[src/rtl/cpu_pkg.sv]
// Shared CPU-side definitions: default fetch geometry and the prefetch entry layout.
package cpu_pkg;

    localparam int ADDR_W     = 8;
    localparam int DATA_W     = 32;
    localparam int FIFO_DEPTH = 2;
    localparam logic [ADDR_W-1:0] RESET_PC = '0;

    typedef struct packed {
        logic [ADDR_W-1:0] pc;
        logic [DATA_W-1:0] instr;
    } fetch_entry_t;

    localparam int ENTRY_W = $bits(fetch_entry_t);

    function automatic fetch_entry_t make_entry(input logic [ADDR_W-1:0] pc,
                                                input logic [DATA_W-1:0] instr);
        fetch_entry_t e;
        e.pc    = pc;
        e.instr = instr;
        return e;
    endfunction

endpackage

[src/rtl/fetch_fifo.sv]
// Small synchronous FIFO holding prefetched {pc, instr} entries; flush beats push and pop.
module fetch_fifo #(
    parameter int WIDTH = 40,
    parameter int DEPTH = 2,
    localparam int PTR_W = (DEPTH > 1) ? $clog2(DEPTH) : 1,
    localparam int CNT_W = $clog2(DEPTH + 1)
) (
    input  logic             clk,
    input  logic             rst_n,
    input  logic             push,
    input  logic [WIDTH-1:0] push_data,
    input  logic             pop,
    input  logic             flush,
    output logic [WIDTH-1:0] head_data,
    output logic [CNT_W-1:0] count
);

    logic [WIDTH-1:0] mem_q [DEPTH];
    logic [PTR_W-1:0] wr_ptr_q, wr_ptr_d;
    logic [PTR_W-1:0] rd_ptr_q, rd_ptr_d;
    logic [CNT_W-1:0] count_q, count_d;
    logic             pop_ok;
    logic             push_ok;

    assign pop_ok  = pop & (count_q != '0);
    assign push_ok = push & ((count_q < CNT_W'(DEPTH)) | pop_ok) & ~flush;

    always_comb begin
        wr_ptr_d = wr_ptr_q;
        rd_ptr_d = rd_ptr_q;
        count_d  = count_q;
        if (flush) begin
            wr_ptr_d = '0;
            rd_ptr_d = '0;
            count_d  = '0;
        end else begin
            if (push_ok) wr_ptr_d = wr_ptr_q + PTR_W'(1);
            if (pop_ok)  rd_ptr_d = rd_ptr_q + PTR_W'(1);
            case ({push_ok, pop_ok})
                2'b10:   count_d = count_q + CNT_W'(1);
                2'b01:   count_d = count_q - CNT_W'(1);
                default: count_d = count_q;
            endcase
        end
    end

    // NOTE: sequential state uses non-blocking assignments so every flop samples pre-edge values.
    always_ff @(posedge clk or negedge rst_n) begin
        if (!rst_n) begin
            wr_ptr_q <= '0;
            rd_ptr_q <= '0;
            count_q  <= '0;
        end else begin
            wr_ptr_q <= wr_ptr_d;
            rd_ptr_q <= rd_ptr_d;
            count_q  <= count_d;
        end
    end

    // NOTE: storage is not reset; stale entries are unreachable because count gates visibility.
    always_ff @(posedge clk) begin
        if (push_ok) mem_q[wr_ptr_q] <= push_data;
    end

    assign head_data = mem_q[rd_ptr_q];
    assign count     = count_q;

endmodule

[src/rtl/instr_fetch_unit.sv]
// Instruction fetch front end: owns the fetch PC, reads during instruction slots, feeds decode.
module instr_fetch_unit
    import cpu_pkg::*;
(
    input  logic              clk,
    input  logic              rst_n,
    input  logic              slot_instr,
    output logic [ADDR_W-1:0] mem_addr_instr,
    output logic              mem_read_en_instr,
    input  logic [DATA_W-1:0] mem_read_val_instr,
    input  logic              redirect_valid,
    input  logic [ADDR_W-1:0] redirect_pc,
    output logic              instr_valid,
    input  logic              instr_ready,
    output logic [DATA_W-1:0] instr_word,
    output logic [ADDR_W-1:0] instr_pc
);

    localparam int CNT_W = $clog2(FIFO_DEPTH + 1);

    logic [ADDR_W-1:0] fetch_pc_q, fetch_pc_d;
    logic [CNT_W-1:0]  count;
    fetch_entry_t      head;
    fetch_entry_t      push_entry;
    logic              pop;
    logic              space;
    logic              issue;

    assign pop   = instr_valid & instr_ready;
    assign space = (count < CNT_W'(FIFO_DEPTH)) | pop;
    // Gating with rst_n keeps the request low the instant reset asserts, before any edge.
    assign issue = slot_instr & space & ~redirect_valid & rst_n;

    assign mem_addr_instr    = fetch_pc_q;
    assign mem_read_en_instr = issue;
    assign push_entry        = make_entry(fetch_pc_q, mem_read_val_instr);

    // NOTE: every always_comb output gets a default first so no latch is inferred.
    always_comb begin
        fetch_pc_d = fetch_pc_q;
        if (redirect_valid) fetch_pc_d = redirect_pc;
        else if (issue)     fetch_pc_d = fetch_pc_q + ADDR_W'(1);
    end

    always_ff @(posedge clk or negedge rst_n) begin
        if (!rst_n) fetch_pc_q <= RESET_PC;
        else        fetch_pc_q <= fetch_pc_d;
    end

    fetch_fifo #(
        .WIDTH (ENTRY_W),
        .DEPTH (FIFO_DEPTH)
    ) u_fetch_fifo (
        .clk       (clk),
        .rst_n     (rst_n),
        .push      (issue),
        .push_data (push_entry),
        .pop       (pop),
        .flush     (redirect_valid),
        .head_data (head),
        .count     (count)
    );

    assign instr_valid = (count != '0);
    assign instr_word  = instr_valid ? head.instr : '0;
    assign instr_pc    = instr_valid ? head.pc    : '0;

endmodule

[config.mk]
export PLATFORM = sky130hd
export DESIGN_NAME = instr_fetch_unit
export DESIGN_NICKNAME = d
export VERILOG_FILES = /design/src/rtl/cpu_pkg.sv /design/src/rtl/fetch_fifo.sv /design/src/rtl/instr_fetch_unit.sv
export SDC_FILE = /design/constraint.sdc
export NUM_CORES = 1
export LEC_CHECK = 0
export ABC_AREA = 1
export CAP_MARGIN = 20
export CORE_MARGIN = 5
export CORE_UTILIZATION = 30
export DETAILED_ROUTE_END_ITERATION = 6
export GPL_ROUTABILITY_DRIVEN = 0
export MAX_ROUTING_LAYER = met4
export PLACE_DENSITY = 0.56
export SLEW_MARGIN = 20
export SYNTH_ARGS = -nofsm -noshare
export SYNTH_HDL_FRONTEND = slang
export SYNTH_SLANG_ARGS = --single-unit
[constraint.sdc]
create_clock -name clk -period 7.61 [get_ports clk]
set_clock_uncertainty 0.1 [all_clocks]
set_input_delay 1.522 -clock clk [delete_from_list [all_inputs] [get_ports clk]]
set_output_delay 1.522 -clock clk [all_outputs]
set_load 0.01 [all_outputs]
# == Word level (Yosys, flattened, before mapping) ==
# Memories as Yosys holds them, arrays and structs flattened.
# Cells that the tools add are included.
# W data, S select, Z words.
# totals
regBits,12
latch_bits,0
mem_bits_rw,80
rom_bits,0
input_bits,45
output_inout_bits,50
word_cells,40
memories,1
# op_classes
addsub,5
multipliers,0
div,0
order_cmp,1
eq_ne,2
n_shift,0
n_mux,12
bitwise_logic,10
reduce_logical,5
# memory_table
memory,depth,word_bits,rd,rd_ports_with_merged_regs,wr,line,rtl
u_fetch_fifo.mem_q,2,40,1,0,1,fetch_fifo.sv:18,logic [WIDTH-1:0] mem_q [DEPTH];
# ops
op,n
$mux W32,1
$mux W8,3
$add A8 B1 Y8 const B,1
$reduce_bool A2 Y1,4
$and A1 B1 Y1,7
$mux W1,6
$pmux W2 S2,1
$reduce_bool A3 Y1,1
$add A1 B1 Y1 const B,2
$add A2 B1 Y2 const B,1
$eq A2 B1 Y1 const B,1
$eq A2 B2 Y1 const B,1
$lt A2 B2 Y1 const B,1
$mux W2,1
$or A1 B1 Y1,2
$sub A2 B1 Y2 const B,1
$not A1 Y1,1

# == Longest topological paths before layout ==
# Gate-level depths: netlist of run 1.
# depth
ltp_word,11
depth_mapped,7
mapped_depth_nobuf,7

# == Modules after synthesis ==
# A second synthesis of run 1 with hierarchy kept.
# unflattened
cells_unflattened,420
hier_area_um2,4110.2
# modules_own_cells
module,instances,cells_per_inst,area_per_inst_um2,seq_area_each_um2
fetch_fifo,1,245,3183.1,2502.4
instr_fetch_unit,1,175,927.1,200.2

# == Worst setup path after synthesis of run 1 ==
# Ideal clock, no wire load.
# synth_timing
path_type,input to register
startpoint,input rst_n
endpoint,"memory u_fetch_fifo.mem_q[1][0], enable pin"
setup_ns,0.437
t_arrival_ns,3.500
required_time_ns,7.073
path_slack_ns,3.573
path_stages,4
path_buffers,0
cell_sequence,nand2_1 nor2_1 o21ai_2 nor2_1
# synth_via
elab_chain_cells,5
# synth_lines
element,line,rtl
start: declaration,instr_fetch_unit.sv:6,"input logic rst_n,"
$and A1 B1 Y1,instr_fetch_unit.sv:32,assign issue = slot_instr & space & ~redirect_valid & rst_n;
$and A1 B1 Y1 (2 in series),fetch_fifo.sv:26,assign push_ok = push & ((count_q < CNT_W'(DEPTH)) | pop_ok) & ~flush;
$mux W1,fetch_fifo.sv:62,if (push_ok) mem_q[wr_ptr_q] <= push_data;
$mux W1 (implied by the code),fetch_fifo.sv:62,
end: declaration,fetch_fifo.sv:18,
# No other way between the ends.

# == Worst setup path after layout of run 1 ==
# layout_timing
startpoint,input rst_n
endpoint,output mem_read_en_instr
# layout_via
elab_chain_cells,1
# layout_lines
element,line,rtl
$and A1 B1 Y1,instr_fetch_unit.sv:32,
end: declaration,instr_fetch_unit.sv:9,"output logic mem_read_en_instr,"
# No other way between the ends.

==> results of run 1 <==
==> worst paths after layout <==
check                      slack, ns                   from                   endpoint  cells after the start
max                             2.49                  rst_n          mem_read_en_instr                      4
max in group asynchronous       5.47                  rst_n      u_fetch_fifo.rd_ptr_q                      1
max reg2reg                     5.49  u_fetch_fifo.count[1]  u_fetch_fifo.mem_q[0][16]                      3
min in group asynchronous       1.48                  rst_n      u_fetch_fifo.count[0]                      1
min reg2reg                     0.49      mem_addr_instr[7]  u_fetch_fifo.mem_q[1][39]                      0
min                             0.49      mem_addr_instr[7]  u_fetch_fifo.mem_q[1][39]                      0
==> area by class of cell <==
type                            count  area (sq um)  share of cell area
Clock buffer                       10           229              0.0443
Inverter                           15          56.3              0.0109
Multi-Input combinational cell    201           913               0.177
Timing Repair Buffer               96           976               0.189
Sequential cell                    92          2700               0.523
Clock inverter                      5          77.6              0.0150
Tap cell                          168           210              0.0407
==> critical path: stages <==
cell	delay (ns)
clkdlybuf4s50_1	0.89
nand3_2	0.20
a21oi_4	0.28
clkdlybuf4s50_1	0.60
==> state kept, by name (all words and copies together) (netlist names) <==
register               cells
u_fetch_fifo.wr_ptr_q      1
u_fetch_fifo.count         2
u_fetch_fifo.rd_ptr_q      1
mem_addr_instr             8
u_fetch_fifo.mem_q        80
==> logic make-up (layout without fill, tap and decap cells) <==
| group | Yosys count | count (layout) |
|---|---|---|
| compound gates | 50 | 50 |
| xor+xnor | 3 | 3 |
| fa+ha+maj | 1 | 1 |
| buf+inv | 29 | 126 |
| flops | 92 | 92 |
| simple gates | 147 | 147 |
==> metal layers <==
metal | part of all wire | vias to the layer above | routed length (um)
li1 | - | 1283 | -
met1 | 0.45 | 1251 | 3880
met2 | 0.48 | 79 | 4090
met3 | 0.046 | 15 | 397
met4 | 0.024 | 0 | 206
met5 | 0 | - | 0
==> synthesized netlist by cell type, drive strengths merged, types with 2 or more instances <==
cell type  number  area (sq um)
inv            15          56.3
nor2           10          50.1
o21ai           6          33.8
nand3          15          80.1
nand2         120           450
edfxtp         80          2400
buf            13          65.1
dfrtp          12           300
xor2            2          17.5
a21oi          43           226
==> where the power goes <==
group | switching, mW | internal [mW] | total (mW)
clock | 0.174 | 0.285 | 0.459
combinational | 0.174 | 0.177 | 0.351
sequential | 0.0349 | 0.575 | 0.610
total | 0.383 | 1.04 | 1.42
==> metrics by stage <==
| step | cells | hold slack (ns) | area, sq um | utilization |
|---|---|---|---|---|
| finish | 587 | 0.493 | 5170 | 0.427 |
| global route | 587 | 0.521 | 5170 | 0.427 |
| CTS | 586 | 0.500 | 5140 | 0.424 |
| detailed placement | 571 | 0.483 | 4830 | 0.399 |
| global placement | 571 | 0.471 | 4830 | 0.399 |
| floorplan | 322 | 0.416 | 3730 | - |
==> impl_table.tex, run 1 <==
\begin{tabular}{lr}
\hline
Metric & Value \\
\hline
\multicolumn{2}{l}{\textbf{Run status}} \\
Result of the run & completed \\
\multicolumn{2}{l}{\textbf{Global routing}} \\
Grt peak-use layer & met2 \\
Met2 GRT Util & 0.192 \\
Pin count of the biggest net entering global routing & 44 \\
Via count of the first global-routing pass & 2645 \\
Initial antenna violation count & 0 \\
Met1 capacity usage during global routing & 0.155 \\
Met3 layer usage reported by global route & 0.0238 \\
Congestion Overflow GR & 0 \\
Wire length of the first global-routing pass & 13600 um \\
Overall global routing resource usage & 0.123 \\
\multicolumn{2}{l}{\textbf{Timing}} \\
Transition time at the pin with the least slew margin & 0.956 ns \\
Worst relative slew slack & 0.362 \\
Setup WS post-layout & 2.49 ns \\
RSZ-0062 raised after global routing & false \\
Final Hold Vio Count & 0 \\
Highest attainable clock frequency & 0.195 GHz \\
Final critical-path share of the clock period & 0.672 \\
Count of pins over their slew limit & 0 \\
Shortest clock period the worst path allows after layout & 5.12 ns \\
Summed negative setup slack over all endpoints & 0 ns \\
Number of setup violations in the final report & 0 \\
\multicolumn{2}{l}{\textbf{Clock tree}} \\
Sink Count & 92 \\
Post-CTS Setup Bufs & 0 \\
Clock transition at the registers of the reported paths & 0.06 ns \\
Clock latency on the worst-skew pair & 0.33 ns \\
Level count of the clock H-tree & 3 \\
Cts hold-fix bufs & 0 \\
Cts bufs inserted & 9 \\
Bufs on Longest Clock Path & 2 \\
Quantity of gates resized following cts & 0 \\
CTS root buffer & clkbuf\_16 \\
TritonCTS clock tree & built \\
\multicolumn{2}{l}{\textbf{Critical path}} \\
Data arrival time of the critical path & 3.49 ns \\
Category of the worst setup path launch point & input pin \\
Worst EP required & 5.99 ns \\
Critical setup path kind & in2out \\
Largest fanout of any net on the critical path & 14 \\
Endpoint class of the critical path & primary output \\
\multicolumn{2}{l}{\textbf{Drt}} \\
Detailed-route vias per instance & 4.48 \\
Post-route antenna net violation count & 0 \\
Final routed wire length divided by cell count & 14.6 um \\
Detailed router's first-iteration violation count & 139 \\
Number of remaining DRC errors & 0 \\
Number of detailed-routing iterations run before antenna repair & 4 \\
Wire length after detailed routing & 8580 um \\
Routed via count & 2628 \\
\multicolumn{2}{l}{\textbf{Die}} \\
Horizontal die dimension & 121 um \\
Initial Utilization & 0.308 \\
Placement row count & 40 \\
Die Span Y & 121 um \\
Count of boundary I/O pins & 95 \\
Floorplan core area & 12100 sq um \\
Floorplan die area & 14800 sq um \\
\multicolumn{2}{l}{\textbf{Logic synthesis}} \\
Proportion of synthesized flip-flops having asynchronous set or reset & 0.130 \\
Count of mapped cells out of synthesis & 322 \\
Ys Warns & 0 \\
Net Count, Synth & 368 \\
Fraction of the yosys area taken by sequential cells & 0.725 \\
Synth Area per Inst & 11.6 sq um \\
Adder and majority gate portion of the synthesized area & 0.00336 \\
Cell variety after synth & 23 \\
Main combinational cell family by area after synthesis & simple AND/OR/NAND/NOR gates \\
Synthesized flop and latch total & 92 \\
Synthesized area & 3730 sq um \\
Xor-xnor portion of the synthesized cell area & 0.00705 \\
Top flip-flop cell by instance count after synthesis & edfxtp\_1 \\
Portion of netlist area occupied by mux cells & 0 \\
Simple-gate area share of the yosys netlist & 0.159 \\
Area fraction in compound gates after synthesis & 0.0718 \\
Count of flip-flops with a built-in enable after synthesis & 80 \\
\multicolumn{2}{l}{\textbf{Final layout}} \\
Diodes inserted & 0 \\
Layout overhead on the synthesized area & 38.6\% \\
Most common cell after layout, fill and taps aside & nand2\_1 \\
Commonest cells after routing, fill and taps aside & 120 x nand2\_1, 94 x clkdlybuf4s50\_1, 80 x edfxtp\_1, 42 x a21oi\_1, 14 x nand3\_1 \\
NumNets Final & 461 \\
Layout cell share with drive strength beyond 1 & 0.0644 \\
Total of fill cells in the finished design & 1176 \\
\multicolumn{2}{l}{\textbf{Pwr}} \\
Maximum vdd drop & 141 uV \\
Total power density per cell area & 275 nW/um\^{}2 \\
Final Power & 1.42 mW \\
Leak & 1.89 nW \\
\multicolumn{2}{l}{\textbf{Placement}} \\
Setup WS pre-CTS & 2.46 ns \\
HPWL after detailed placement & 5270 um \\
Count of buffers inserted at the top-level ports & 94 \\
\multicolumn{2}{l}{\textbf{Worst hold path}} \\
Path category of the worst min-delay check & reg2reg \\
\multicolumn{2}{l}{\textbf{Job}} \\
Count of maximum capacitance violations & 0 \\
\hline
\end{tabular}
No activity file was read; power rests on OpenSTA's default activity.
==> run 2: changes to the inputs <==
==> constraint.sdc (replaced) <==
create_clock -name clk -period 5.05 [get_ports clk]
set_clock_uncertainty 0.1 [all_clocks]
set_input_delay 1.01 -clock clk [delete_from_list [all_inputs] [get_ports clk]]
set_output_delay 1.01 -clock clk [all_outputs]
set_load 0.01 [all_outputs]
==> run 2 against run 1 <==
  * Largest cell class unchanged
  * Final cell count up 0.51%
  * Sequential share of layout area increased by 0.13 points
  * Cell area fell by 0.24%
  * Critical path depth rose by 1
  * Sequential cell count unchanged
  * Total power grew 47%
  * Largest power group unchanged
  * Non-clock buffer count increased by 2
==> impl_table.tex, run 2 (synthesis gave the netlist of run 1 again) <==
\begin{tabular}{lr}
\hline
Metric & Value \\
\hline
\multicolumn{2}{l}{\textbf{Drt}} \\
Number of detailed-routing iterations run before antenna repair & 4 (unchanged) \\
Number of remaining DRC errors & 0 (unchanged) \\
Routed via count & 2586 (-1.6\%) \\
Detailed router's first-iteration violation count & 134 (-3.6\%) \\
Wire length after detailed routing & 8570 um (about the same) \\
Detailed-route vias per instance & 4.38 (-2.1\%) \\
Post-route antenna net violation count & 0 (unchanged) \\
Final routed wire length divided by cell count & 14.5 um (-0.55\%) \\
\multicolumn{2}{l}{\textbf{Final layout}} \\
Diodes inserted & 0 (unchanged) \\
Largest register FFs & 80 (unchanged) \\
Top reg by flops & u\_fetch\_fifo.mem\_q \\
Total of fill cells in the finished design & 1174 (-0.17\%) \\
Layout cell share with drive strength beyond 1 & 0.0687 (+0.00428) \\
Commonest cells after routing, fill and taps aside & 120 x nand2\_1, 94 x clkdlybuf4s50\_1, 80 x edfxtp\_1, 42 x a21oi\_1, 14 x nand3\_1 \\
Layout overhead on the synthesized area & 38.2\% \\
Final std cell area, no fill & 5150 sq um (-0.24\%) \\
NumNets Final & 463 (+0.43\%) \\
Most common cell after layout, fill and taps aside & nand2\_1 \\
\multicolumn{2}{l}{\textbf{Global routing}} \\
Initial antenna violation count & 0 (unchanged) \\
Overall global routing resource usage & 0.121 (-0.00215) \\
Via count of the first global-routing pass & 2593 (-2.0\%) \\
Congestion Overflow GR & 0 (unchanged) \\
Wire length of the first global-routing pass & 13400 um (-1.7\%) \\
Pin count of the biggest net entering global routing & 44 (unchanged) \\
\multicolumn{2}{l}{\textbf{Timing}} \\
Shortest clock period the worst path allows after layout & 4.02 ns \\
Summed negative setup slack over all endpoints & 0 ns (unchanged) \\
Highest attainable clock frequency & 0.249 GHz \\
Worst relative slew slack & 0.365 (+0.00365) \\
RSZ-0062 raised after global routing & false \\
Final critical-path share of the clock period & 0.796 \\
Number of setup violations in the final report & 0 (unchanged) \\
Count of pins over their slew limit & 0 (unchanged) \\
Final Hold Vio Count & 0 (unchanged) \\
Transition time at the pin with the least slew margin & 0.951 ns (-0.00547 ns) \\
\multicolumn{2}{l}{\textbf{Critical path}} \\
Largest fanout of any net on the critical path & 12 (-2) \\
Data arrival time of the critical path & 2.91 ns (-0.58 ns) \\
Worst-case reg-to-reg path depth & 3 (unchanged) \\
Register-to-register path setup slack & 2.94 ns (-2.55 ns) \\
Critical setup path kind & in2out \\
Reg-to-Reg Start & u\_fetch\_fifo.count[1] \\
Category of the worst setup path launch point & input pin \\
Reg-to-Reg End & u\_fetch\_fifo.mem\_q[0][15] \\
Endpoint class of the critical path & primary output \\
Worst EP required & 3.94 ns (-2.05 ns) \\
\multicolumn{2}{l}{\textbf{Clock tree}} \\
Sink Count & 92 (unchanged) \\
Bufs on Longest Clock Path & 2 (unchanged) \\
Level count of the clock H-tree & 3 (unchanged) \\
Cts bufs inserted & 9 (unchanged) \\
Clock latency on the worst-skew pair & 0.33 ns (about the same) \\
Clock transition at the registers of the reported paths & 0.06 ns (about the same) \\
TritonCTS clock tree & built \\
Quantity of gates resized following cts & 0 (unchanged) \\
Post-CTS Setup Bufs & 0 (unchanged) \\
Cts hold-fix bufs & 0 (unchanged) \\
CTS root buffer & clkbuf\_16 \\
\multicolumn{2}{l}{\textbf{Die}} \\
Placement row count & 40 (unchanged) \\
Floorplan core area & 12100 sq um (unchanged) \\
Horizontal die dimension & 121 um (unchanged) \\
Initial Utilization & 0.308 (unchanged) \\
Die Span Y & 121 um (unchanged) \\
Count of boundary I/O pins & 95 (unchanged) \\
Floorplan die area & 14800 sq um (unchanged) \\
\multicolumn{2}{l}{\textbf{Job}} \\
Count of maximum capacitance violations & 0 (unchanged) \\
\multicolumn{2}{l}{\textbf{Worst hold path}} \\
Hold Path Depth & 0 (unchanged) \\
Hold path startpoint & mem\_addr\_instr[6] \\
Path category of the worst min-delay check & reg2reg \\
Worst Hold End & u\_fetch\_fifo.mem\_q[0][38] \\
\multicolumn{2}{l}{\textbf{Run status}} \\
Result of the run & completed \\
\multicolumn{2}{l}{\textbf{Placement}} \\
Post-place instance area & 4850 sq um (+0.31\%) \\
HPWL after detailed placement & 5420 um (+2.9\%) \\
Count of buffers inserted at the top-level ports & 94 (unchanged) \\
\multicolumn{2}{l}{\textbf{Pwr}} \\
Maximum vdd drop & 171 uV (+21\%) \\
Leak & 1.88 nW (-0.54\%) \\
Total power density per cell area & 404 nW/um\^{}2 (+47\%) \\
\hline
\end{tabular}
[run 2: how the worst max path moves through the flow]
stage | start | endpoint | slack, ns
CTS | redirect_valid | mem_read_en_instr | 1.03
detailed placement | redirect_valid | mem_read_en_instr | 1.04
global route | redirect_valid | mem_read_en_instr | 0.93
global placement | redirect_valid | mem_read_en_instr | 1.09
finish | redirect_valid | mem_read_en_instr | 1.03
floorplan | rst_n | u_fetch_fifo.mem_q[1][0] | 1.52
[run 2: metal layers]
metal	vias to the layer above	GRT usage	wire length (um)
li1	1290	-	-
met3	13	0.0256	430
met1	1206	0.154	3910
met2	77	0.188	4060
met4	0	0.0525	172
met5	-	-	0
[run 2: where the power goes]
group / total (mW) / switching (mW) / internal, mW
combinational: 0.522 / 0.260 / 0.263
sequential: 0.918 / 0.0522 / 0.866
clock: 0.643 / 0.260 / 0.383
total: 2.08 / 0.572 / 1.51
[run 2: through the flow]
step,total power [mW],cells,util,hold WS [ns],worst slack [ns]
after detailed placement,1.45,573,0.400,0.466,1.04
after global placement,1.45,573,0.400,0.473,1.09
after global routing,2.19,590,0.426,0.518,0.930
after floorplan,1.15,322,-,0.416,1.52
after CTS,2.10,589,0.424,0.494,1.03
final,2.08,590,0.426,0.493,1.03
[run 2: layout make-up]
class,instances,area [sq um],share of cell area
multi-input cells,201,913,0.177
well taps,168,210,0.0408
flip-flops and latches,92,2700,0.525
repair buffers,98,983,0.191
clock buffers,12,236,0.0459
inverters,15,56.3,0.0109
clock inverters,4,50.0,0.00971
[run 2: critical path, cell delays in order]
cell	delay [ns]
clkdlybuf4s50_1	0.66
inv_2	0.24
nand3_2	0.13
a21oi_4	0.27
clkdlybuf4s50_1	0.60
